**src/rtl/seven_seg_scanner_if.sv**
```systemverilog
// Bundle between a datapath and the multiplexed 7-segment scanner: display
// request signals toward the scanner, board pin drives back out.
interface seven_seg_scanner_if #(
    parameter int NUM_DIGITS = 4
);
    logic [4*NUM_DIGITS-1:0] value;
    logic [NUM_DIGITS-1:0]   dp_in;
    logic                    load;
    logic                    blank_lz;
    logic [3:0]              bright;
    logic [NUM_DIGITS-1:0]   an;
    logic [6:0]              seg;
    logic                    dp;
    logic                    frame_done;

    modport master (
        output value, dp_in, load, blank_lz, bright,
        input  an, seg, dp, frame_done
    );

    modport slave (
        input  value, dp_in, load, blank_lz, bright,
        output an, seg, dp, frame_done
    );
endinterface

```
**src/rtl/seven_seg_scanner.sv**
```systemverilog
// Registered multiplexed N-digit hex display driver with frame-synchronous
// loading, leading-zero blanking, per-digit decimal points and 16-level PWM.
module seven_seg_scanner #(
    parameter int NUM_DIGITS = 4,
    parameter int DIV        = 50000,
    parameter bit ACTIVE_LOW = 1'b1
) (
    input logic               clk,
    input logic               rst_n,
    seven_seg_scanner_if.slave bus
);
    localparam int PW = $clog2(DIV);
    localparam int CW = PW + 1;
    localparam int IW = (NUM_DIGITS > 1) ? $clog2(NUM_DIGITS) : 1;
    localparam int SLOT16 = DIV / 16;
    localparam logic [PW-1:0] PCNT_MAX = PW'(DIV - 1);
    localparam logic [IW-1:0] IDX_MAX  = IW'(NUM_DIGITS - 1);

    logic [PW-1:0]           pcnt;
    logic [IW-1:0]           idx;
    logic [4*NUM_DIGITS-1:0] shadow_val, pend_val;
    logic [NUM_DIGITS-1:0]   shadow_dp, pend_dp;
    logic                    pend_flag;

    logic [NUM_DIGITS-1:0]   an_q;
    logic [6:0]              seg_q;
    logic                    dp_q;
    logic                    fd_q;

    logic                    slot_tick, frame_wrap;
    logic [3:0]              cur_digit;
    logic [NUM_DIGITS-1:0]   blank_mask;
    logic                    lz_run;
    logic [CW-1:0]           on_limit;
    logic                    pwm_on;
    logic [NUM_DIGITS-1:0]   onehot;

    // Active-high glyphs {g,f,e,d,c,b,a}; b and d are lowercase.
    function automatic logic [6:0] decode(input logic [3:0] h);
        case (h)
            4'h0: decode = 7'b0111111;
            4'h1: decode = 7'b0000110;
            4'h2: decode = 7'b1011011;
            4'h3: decode = 7'b1001111;
            4'h4: decode = 7'b1100110;
            4'h5: decode = 7'b1101101;
            4'h6: decode = 7'b1111101;
            4'h7: decode = 7'b0000111;
            4'h8: decode = 7'b1111111;
            4'h9: decode = 7'b1101111;
            4'hA: decode = 7'b1110111;
            4'hB: decode = 7'b1111100;
            4'hC: decode = 7'b0111001;
            4'hD: decode = 7'b1011110;
            4'hE: decode = 7'b1111001;
            default: decode = 7'b1110001;
        endcase
    endfunction

    assign slot_tick  = (pcnt == PCNT_MAX);
    assign frame_wrap = slot_tick && (idx == IDX_MAX);
    assign cur_digit  = shadow_val[{idx, 2'b00} +: 4];
    assign on_limit   = CW'(bus.bright + 5'd1) * CW'(SLOT16);
    assign pwm_on     = ({1'b0, pcnt} < on_limit);
    assign onehot     = NUM_DIGITS'(1) << idx;

    // A digit is blanked while every digit from the top down to it is zero.
    always_comb begin
        // NOTE: every variable gets a default before the loop so no path
        // through this block leaves a value held, which would infer a latch.
        lz_run     = 1'b1;
        blank_mask = '0;
        for (int i = NUM_DIGITS - 1; i >= 1; i--) begin
            lz_run        = lz_run & (shadow_val[4*i +: 4] == 4'h0);
            blank_mask[i] = lz_run;
        end
    end

    always_ff @(posedge clk or negedge rst_n) begin
        if (!rst_n) begin
            pcnt       <= '0;
            idx        <= '0;
            shadow_val <= '0;
            shadow_dp  <= '0;
            pend_val   <= '0;
            pend_dp    <= '0;
            pend_flag  <= 1'b0;
            an_q       <= {NUM_DIGITS{ACTIVE_LOW}};
            seg_q      <= {7{ACTIVE_LOW}};
            dp_q       <= ACTIVE_LOW;
            fd_q       <= 1'b0;
        end else begin
            // NOTE: non-blocking assignments let every register here sample
            // the pre-edge state, so ordering inside the block is irrelevant.
            pcnt <= slot_tick ? '0 : pcnt + 1'b1;
            if (slot_tick)
                idx <= (idx == IDX_MAX) ? '0 : idx + 1'b1;

            // A load landing on the wrap bypasses the pending stage entirely.
            if (frame_wrap) begin
                if (bus.load) begin
                    shadow_val <= bus.value;
                    shadow_dp  <= bus.dp_in;
                end else if (pend_flag) begin
                    shadow_val <= pend_val;
                    shadow_dp  <= pend_dp;
                end
                pend_flag <= 1'b0;
            end else if (bus.load) begin
                pend_val  <= bus.value;
                pend_dp   <= bus.dp_in;
                pend_flag <= 1'b1;
            end

            an_q  <= (pwm_on ? onehot : '0) ^ {NUM_DIGITS{ACTIVE_LOW}};
            seg_q <= ((bus.blank_lz && blank_mask[idx]) ? 7'h00 : decode(cur_digit))
                     ^ {7{ACTIVE_LOW}};
            dp_q  <= shadow_dp[idx] ^ ACTIVE_LOW;
            fd_q  <= frame_wrap;
        end
    end

    assign bus.an         = an_q;
    assign bus.seg        = seg_q;
    assign bus.dp         = dp_q;
    assign bus.frame_done = fd_q;
endmodule

```
**src/flat_wrapper.sv**
```systemverilog
// flat-port wrapper written by rule: the top's interface ports become plain ports
module seven_seg_scanner_flat 
#(
    parameter int NUM_DIGITS = 4,
    parameter int DIV        = 50000,
    parameter bit ACTIVE_LOW = 1'b1
)
  (clk, rst_n, bus_value, bus_dp_in, bus_load, bus_blank_lz, bus_bright, bus_an, bus_seg, bus_dp, bus_frame_done);
  seven_seg_scanner_if #(.NUM_DIGITS(NUM_DIGITS)) bus_i ();
  input logic clk;
  input logic rst_n;
  input wire logic [$bits(bus_i.value)-1:0] bus_value;
  input wire logic [$bits(bus_i.dp_in)-1:0] bus_dp_in;
  input wire logic [$bits(bus_i.load)-1:0] bus_load;
  input wire logic [$bits(bus_i.blank_lz)-1:0] bus_blank_lz;
  input wire logic [$bits(bus_i.bright)-1:0] bus_bright;
  output wire logic [$bits(bus_i.an)-1:0] bus_an;
  output wire logic [$bits(bus_i.seg)-1:0] bus_seg;
  output wire logic [$bits(bus_i.dp)-1:0] bus_dp;
  output wire logic [$bits(bus_i.frame_done)-1:0] bus_frame_done;
  assign bus_i.value = bus_value;
  assign bus_i.dp_in = bus_dp_in;
  assign bus_i.load = bus_load;
  assign bus_i.blank_lz = bus_blank_lz;
  assign bus_i.bright = bus_bright;
  assign bus_an = bus_i.an;
  assign bus_seg = bus_i.seg;
  assign bus_dp = bus_i.dp;
  assign bus_frame_done = bus_i.frame_done;
  seven_seg_scanner #(.NUM_DIGITS(NUM_DIGITS), .DIV(DIV), .ACTIVE_LOW(ACTIVE_LOW)) u_core (.clk(clk), .rst_n(rst_n), .bus(bus_i));
endmodule
```
**config.mk**
```make
export PLATFORM = sky130hd
export DESIGN_NAME = seven_seg_scanner_flat
export DESIGN_NICKNAME = d
export VERILOG_FILES = /design/src/rtl/seven_seg_scanner_if.sv /design/src/rtl/seven_seg_scanner.sv /design/src/flat_wrapper.sv
export SDC_FILE = /design/constraint.sdc
export NUM_CORES = 1
export LEC_CHECK = 0
export CELL_PAD_IN_SITES_DETAIL_PLACEMENT = 1
export CELL_PAD_IN_SITES_GLOBAL_PLACEMENT = 1
export CORE_MARGIN = 2
export CORE_UTILIZATION = 40
export CTS_CLUSTER_DIAMETER = 100
export CTS_CLUSTER_SIZE = 14
export DETAILED_ROUTE_END_ITERATION = 10
export PLACE_DENSITY = 0.68
export SYNTH_ARGS = -nofsm -noshare
export SYNTH_HDL_FRONTEND = slang
export SYNTH_SLANG_ARGS = --single-unit
```
**constraint.sdc**
```tcl
create_clock -name clk -period 3.65 [get_ports clk]
set_input_delay 0.365 -clock clk [delete_from_list [all_inputs] [get_ports clk]]
set_output_delay 0.365 -clock clk [all_outputs]
set_load 0.005 [all_outputs]
```
; After elaboration in Yosys (flattened, before gate mapping)
; Memory sizes are Yosys's and may differ from the RTL's.
; Cells that the tools add are included.
[totals]
regBits = 72
input_bits = 28
out_inout_bits = 13
wordCells = 51
n_memories = 1
romBits = 112
[op_classes]
n_reduce_logical = 9
muxes = 14
n_mul = 1
n_lt_le_gt_ge = 2
n_eq_ne = 2
shifts = 2
bitwise_logic = 6
add_sub_neg = 3
[memory_table]
columns = memory, words, word_bits, rd, rd_clocked_by_memory_dff, wr, line
row1 = (no name shown), 16, 7, 1, 0, 0, seven_seg_scanner.sv:40  ; case (h)
[ops]
columns = op, n
row1 = 2-to-1 mux 16 bit, 3
row2 = less-than comparator 16 x 17 -> 1 bit, 1
row3 = multiplier 17 x 12 -> 17 bit (second input constant), 1
row4 = adder 16 x 1 -> 16 bit (second input constant), 1
row5 = equality test 16 bit (second input constant), 1
row6 = indexed part select 16 x 5 -> 4 bit, 1
row7 = zero test 4 bit, 3
row8 = 2-to-1 mux 4 bit, 3
row9 = 2-to-1 mux 7 bit, 1
row10 = NOT 7 bit, 1
row11 = adder 4 x 1 -> 5 bit (second input constant), 1
row12 = binary-select mux 1 bit (select 2 bit), 2
row13 = 2-to-1 mux 1 bit, 4
row14 = NOT 4 bit, 1
row15 = AND reduction 2 bit, 2
row16 = nonzero test 2 bit, 2
row17 = << shifter 1 x 2 -> 4 bit (first input constant), 1
row18 = less-than comparator 2 x 3 -> 1 bit (second input constant), 1
row19 = adder 2 x 1 -> 2 bit (second input constant), 1
row20 = AND 1 bit, 2
row21 = equality test 2 bit (second input constant), 1
row22 = logical AND 1 bit, 2
row23 = 2-to-1 mux 2 bit, 1
row24 = NOT 1 bit, 2

; Logic depth before layout (Yosys ltp)
[logic_depth]
depth_word = 8
mapped_depth = 19
mapped_depth_nobuf = 19

; Worst setup path after synthesis
; Ideal clock, no wire load.
[synth_timing]
path_type = input -> register
from = input port bus_bright[0]
to = register u_core.an_q[0], in the netlist u_core.bus.an[0]
required_time_ns = 3.558
path_stages = 18
path_buffers = 0
setup_time_ns = 0.092
path_slack_ns = -0.289
arrival_time_ns = 3.847
path_cell_list = ha_1 xor2_1 ha_1 xnor2_1 ha_1 ha_1 ha_1 a21oi_1 o21ai_0 a21oi_1 o21ai_0 xnor2_1 ha_1 a211o_1 o211ai_1 a22oi_1 o31ai_1 o21ai_0
[synth_between]
elab_chain_cells = 5
[synth_lines]
columns = element, line
row1 = from (decl), flat_wrapper.sv:16  ; input wire logic [$bits(bus_i.bright)-1:0] bus_bright;
row2 = adder 4 x 1 -> 5 bit, seven_seg_scanner.sv:63  ; assign on_limit = CW'(bus.bright + 5'd1) * CW'(SLOT16);
row3 = multiplier 17 x 12 -> 17 bit, seven_seg_scanner.sv:63
row4 = less-than comparator 16 x 17 -> 1 bit, seven_seg_scanner.sv:64  ; assign pwm_on = ({1'b0, pcnt} < on_limit);
row5 = 2-to-1 mux 4 bit, seven_seg_scanner.sv:115  ; an_q <= (pwm_on ? onehot : '0) ^ {NUM_DIGITS{ACTIVE_LOW}};
row6 = NOT 4 bit (no source line), n/a
row7 = to (signal assigned), seven_seg_scanner.sv:88  ; an_q <= {NUM_DIGITS{ACTIVE_LOW}};
row8 = to (signal assigned), seven_seg_scanner.sv:115
row9 = to (decl), seven_seg_scanner.sv:25  ; logic [NUM_DIGITS-1:0] an_q;
; No other way between the ends.
; A chain may end at the register's enable or synchronous reset.

; Worst setup path in the final report
; Same ends and word-level chain as after synthesis.

==> summary.txt <==
Outcome
  – Status: finished, violations left
  – Failing checks: negative setup slack

Floorplan
  – Core Area: 0.0113 mm^2
  – Initial core utilization: about two fifths
  – IO Count: 41
  – Chip height: 111 um
  – Site Rows: 39
  – Chip width: roughly 110 um
  – Die area: about 0.012 mm^2

Clock network
  – Post-CTS Hold Buffers: 0
  – CTS tree: yes
  – Sink Count: a little over 70
  – Clk Latency, worst-skew pair: 330 ps
  – Root Driver: clkbuf_16
  – H-tree depth: 3
  – Cts bufs inserted: 9
  – Clock slew at reported path FFs: 50 ps
  – Max Root-Sink Buffers: 2

Hold path
  – Worst Hold Class: input pin to asynchronous set/reset pin

Logic synthesis
  – Syn_area_per_cell: about 11 um^2
  – Synth Net Count: 520
  – Syn. warnings: 0
  – Mapped Cells: 434
  – Yosys cell types: 54
  – Asr flop ratio synth: 100%
  – Synth area leaders: dfrtp_1 33%, ha_1 16%, dfstp_2 6.9%
  – Commonest cells in the netlist: 60 x dfrtp_1, 57 x ha_1, 39 x nand2_1
  – Cell with the most instances after synthesis: dfrtp_1
  – Sequential area share after synthesis: 39.6%
  – Synthesized area: 0.00459 mm^2
  – Dominant synthesized flop cell: dfrtp_1
  – Top-area cell type share of the netlist area: 32.7%
  – EDFF count, synth: 0
  – Register bit total from synthesis: 72
  – Yosys top cell by area: dfrtp_1

Cells and area
  – Final core utilization: a little over half
  – Area grow syn2layout: 34.6%
  – Proportion of layout cells with a drive suffix above 1: a little under a third
  – # diodes: 0
  – Nets: slightly above 600
  – Layout Cell Area excl Fill: around 0.0062 mm^2

Global routing
  – GR Util met1: 26.6%
  – Top Usage Layer GRT: met2
  – GRT Util Overall: 20.1%
  – Met3 Resource Use GR: roughly 4.6%
  – Gr ovfl total: 0
  – GR Util met2: 33.3%
  – Vias in the first global route: 3913
  – Initial antenna violation count: 0
  – First-pass GRT wire length: 20000 um
  – Pin count of the biggest net entering global routing: 47

Routing
  – Wirelength per Cell: approximately 18 um
  – Vias per cell: 5.39
  – DRT iter0 DRCs: 105
  – Via count: around 3700
  – WL final: 12100 um
  – Drt drc: 0
  – Antenna Nets Post-Route: 0
  – First-pass DRT Iterations: 4

STA
  – Slew Limit Fails: 0
  – Maximum clock rate: 274 MHz
  – Fin crit period: between 3000 and 4000 ps
  – Setup Viol. Count Final: 2
  – Slew headroom: 32.2%
  – Fin. Hold Viols: 0
  – Hold slack final: roughly 220 ps
  – RSZ-0062 raised after global routing: yes
  – Worst setup margin: -4.92 ps
  – Clk_skew: ~6.6 ps
  – Tcrit/Tclk final: 100%
  – Worst-Margin Slew: 1020 ps

Setup path
  – R2R Path Start: u_core.pcnt[7]
  – CP Class: input pin to register
  – Worst Setup SP: bus_bright[0]
  – Crit path required time: just under 4000 ps
  – Worst Setup Start Kind: input pin
  – CP endpoint kind: register
  – Crit path max fanout: 4
  – Crit path DAT: 3910 ps

Power and ir drop
  – IR drop worst, VDD: 0.302 mV
  – Combinational Power Share: just over 30%
  – Switching share of power: 28.8%
  – Clock network fraction of total power: 33.0%
  – Leakage: 0.00273 uW
  – Power density cells: 376 mW/mm^2
  – P_int: between 1500 and 2000 uW
  – P_sw: 670 uW
  – Pwr Total: 2330 uW
  – Flop pwr share: 35.8%

Placed design
  – Placer Congestion: about 0.82
  – PortBufs: 40
  – Post-DP Area: 0.00550 mm^2
  – DP Wirelength: 8510 um
  – Pre-CTS setup slack: -1090 ps

Run
  – Max-capacitance violation count: 0
[worst paths after layout]
check / endpoint / slack (ps) / depth (start not counted)
setup / recovery: u_core.bus.an[0] / -5 / 20
hold / removal: u_core.pend_val[0] / 220 / 1
setup reg to reg: u_core.pend_val[6] / 1220 / 5
max in group asynchronous: u_core.bus.dp / 2450 / 2
hold reg to reg: u_core.shadow_val[2] / 490 / 2
min in group clk: u_core.shadow_val[2] / 490 / 2
[cell type report]
class / instances / area [um^2]
Fill cell: 1214 / 5140
Multi-Input combinational cell: 323 / 2990
Sequential cell: 72 / 1820
Timing Repair Buffer: 97 / 835
Clock buffer: 12 / 236
Tap cell: 143 / 179
Inverter: 27 / 101
Clock inverter: 4 / 22.5
[critical path, stage by stage]
cell      delay, ps
buf_12          110
ha_4            170
xor2_4          210
ha_4            190
xnor2_2         130
ha_2            180
a21o_1          180
ha_4            290
ha_4            210
a21oi_2         140
nand2_1         100
a21o_1          200
o21ai_1         150
xor2_1          100
ha_1            300
and4_4          220
nand3_4         100
a211oi_4        270
o31ai_4         140
o21ai_2         150
[logic make-up after synthesis]
logic type / count (synthesis) / synth area share [%]
buffers and inverters: 39 / 3.68
AO/OA/AOI/OAI: 79 / 10.3
adder cells (fa/ha/maj): 58 / 16.0
flip-flops: 72 / 39.6
AND/OR/NAND/NOR: 111 / 12.6
XOR/XNOR: 27 / 5.15
multiplexers: 48 / 12.7
[flip-flops by register name, indices dropped and copies added, names as in the netlist, 2 cells and up]
| register | cells |
|---|---|
| u_core.pend_dp | 4 |
| u_core.pend_val | 16 |
| u_core.shadow_dp | 4 |
| u_core.idx | 2 |
| u_core.shadow_val | 16 |
| u_core.bus.seg | 7 |
| u_core.pcnt | 16 |
| u_core.bus.an | 4 |
[layer usage]
layer  share of wire (%)  vias to the layer above
met2                  51                       47
li1                    -                     1743
met5                   0                        -
met1                  45                     1858
met4                0.75                        0
met3                 2.7                        6
[cell usage in the layout (no fill, tap or decap), types with 3 or more instances in the layout]
master and count:
a21o_1 4, a21oi_1 8, a21oi_2 5, a21oi_4 3, buf_4 57, clkbuf_1 3
clkbuf_16 9, clkdlybuf4s50_1 35, clkinv_2 3, dfrtp_1 60, dfstp_2 12, ha_1 41
ha_4 14, inv_1 27, mux2_2 21, mux2i_1 21, mux4_2 6, nand2_1 39
nand2b_1 5, nand3_1 10, nand4_1 3, nor2_1 21, nor2b_1 3, nor4_1 4
o211ai_1 5, o21ai_0 6, o21ai_1 23, o21ai_2 4, o221ai_1 3, xnor2_1 14
xor2_1 10
[power by group through the flow]
stage	Sequential, uW	Clock (uW)	Combinational (uW)
2_1_floorplan	843	0	337
3_3_place_gp	844	0	529
3_5_place_dp	846	0	552
4_1_cts	832	792	643
5_1_grt	835	828	794
6_report	833	767	726
[stage by stage]
step	instances	TNS (ps)
floorplan	434	0
global placement	648	-3750
detailed placement	648	-4320
CTS	674	0
global route	678	-552
finish	678	-7.38
[what timing repair did]
action	CTS	global route
gates resized for setup	47	24
setup endpoints to repair	4	4
pin swaps	21	38
setup buffers	11	6
No activity file was read; power rests on OpenSTA's default activity.
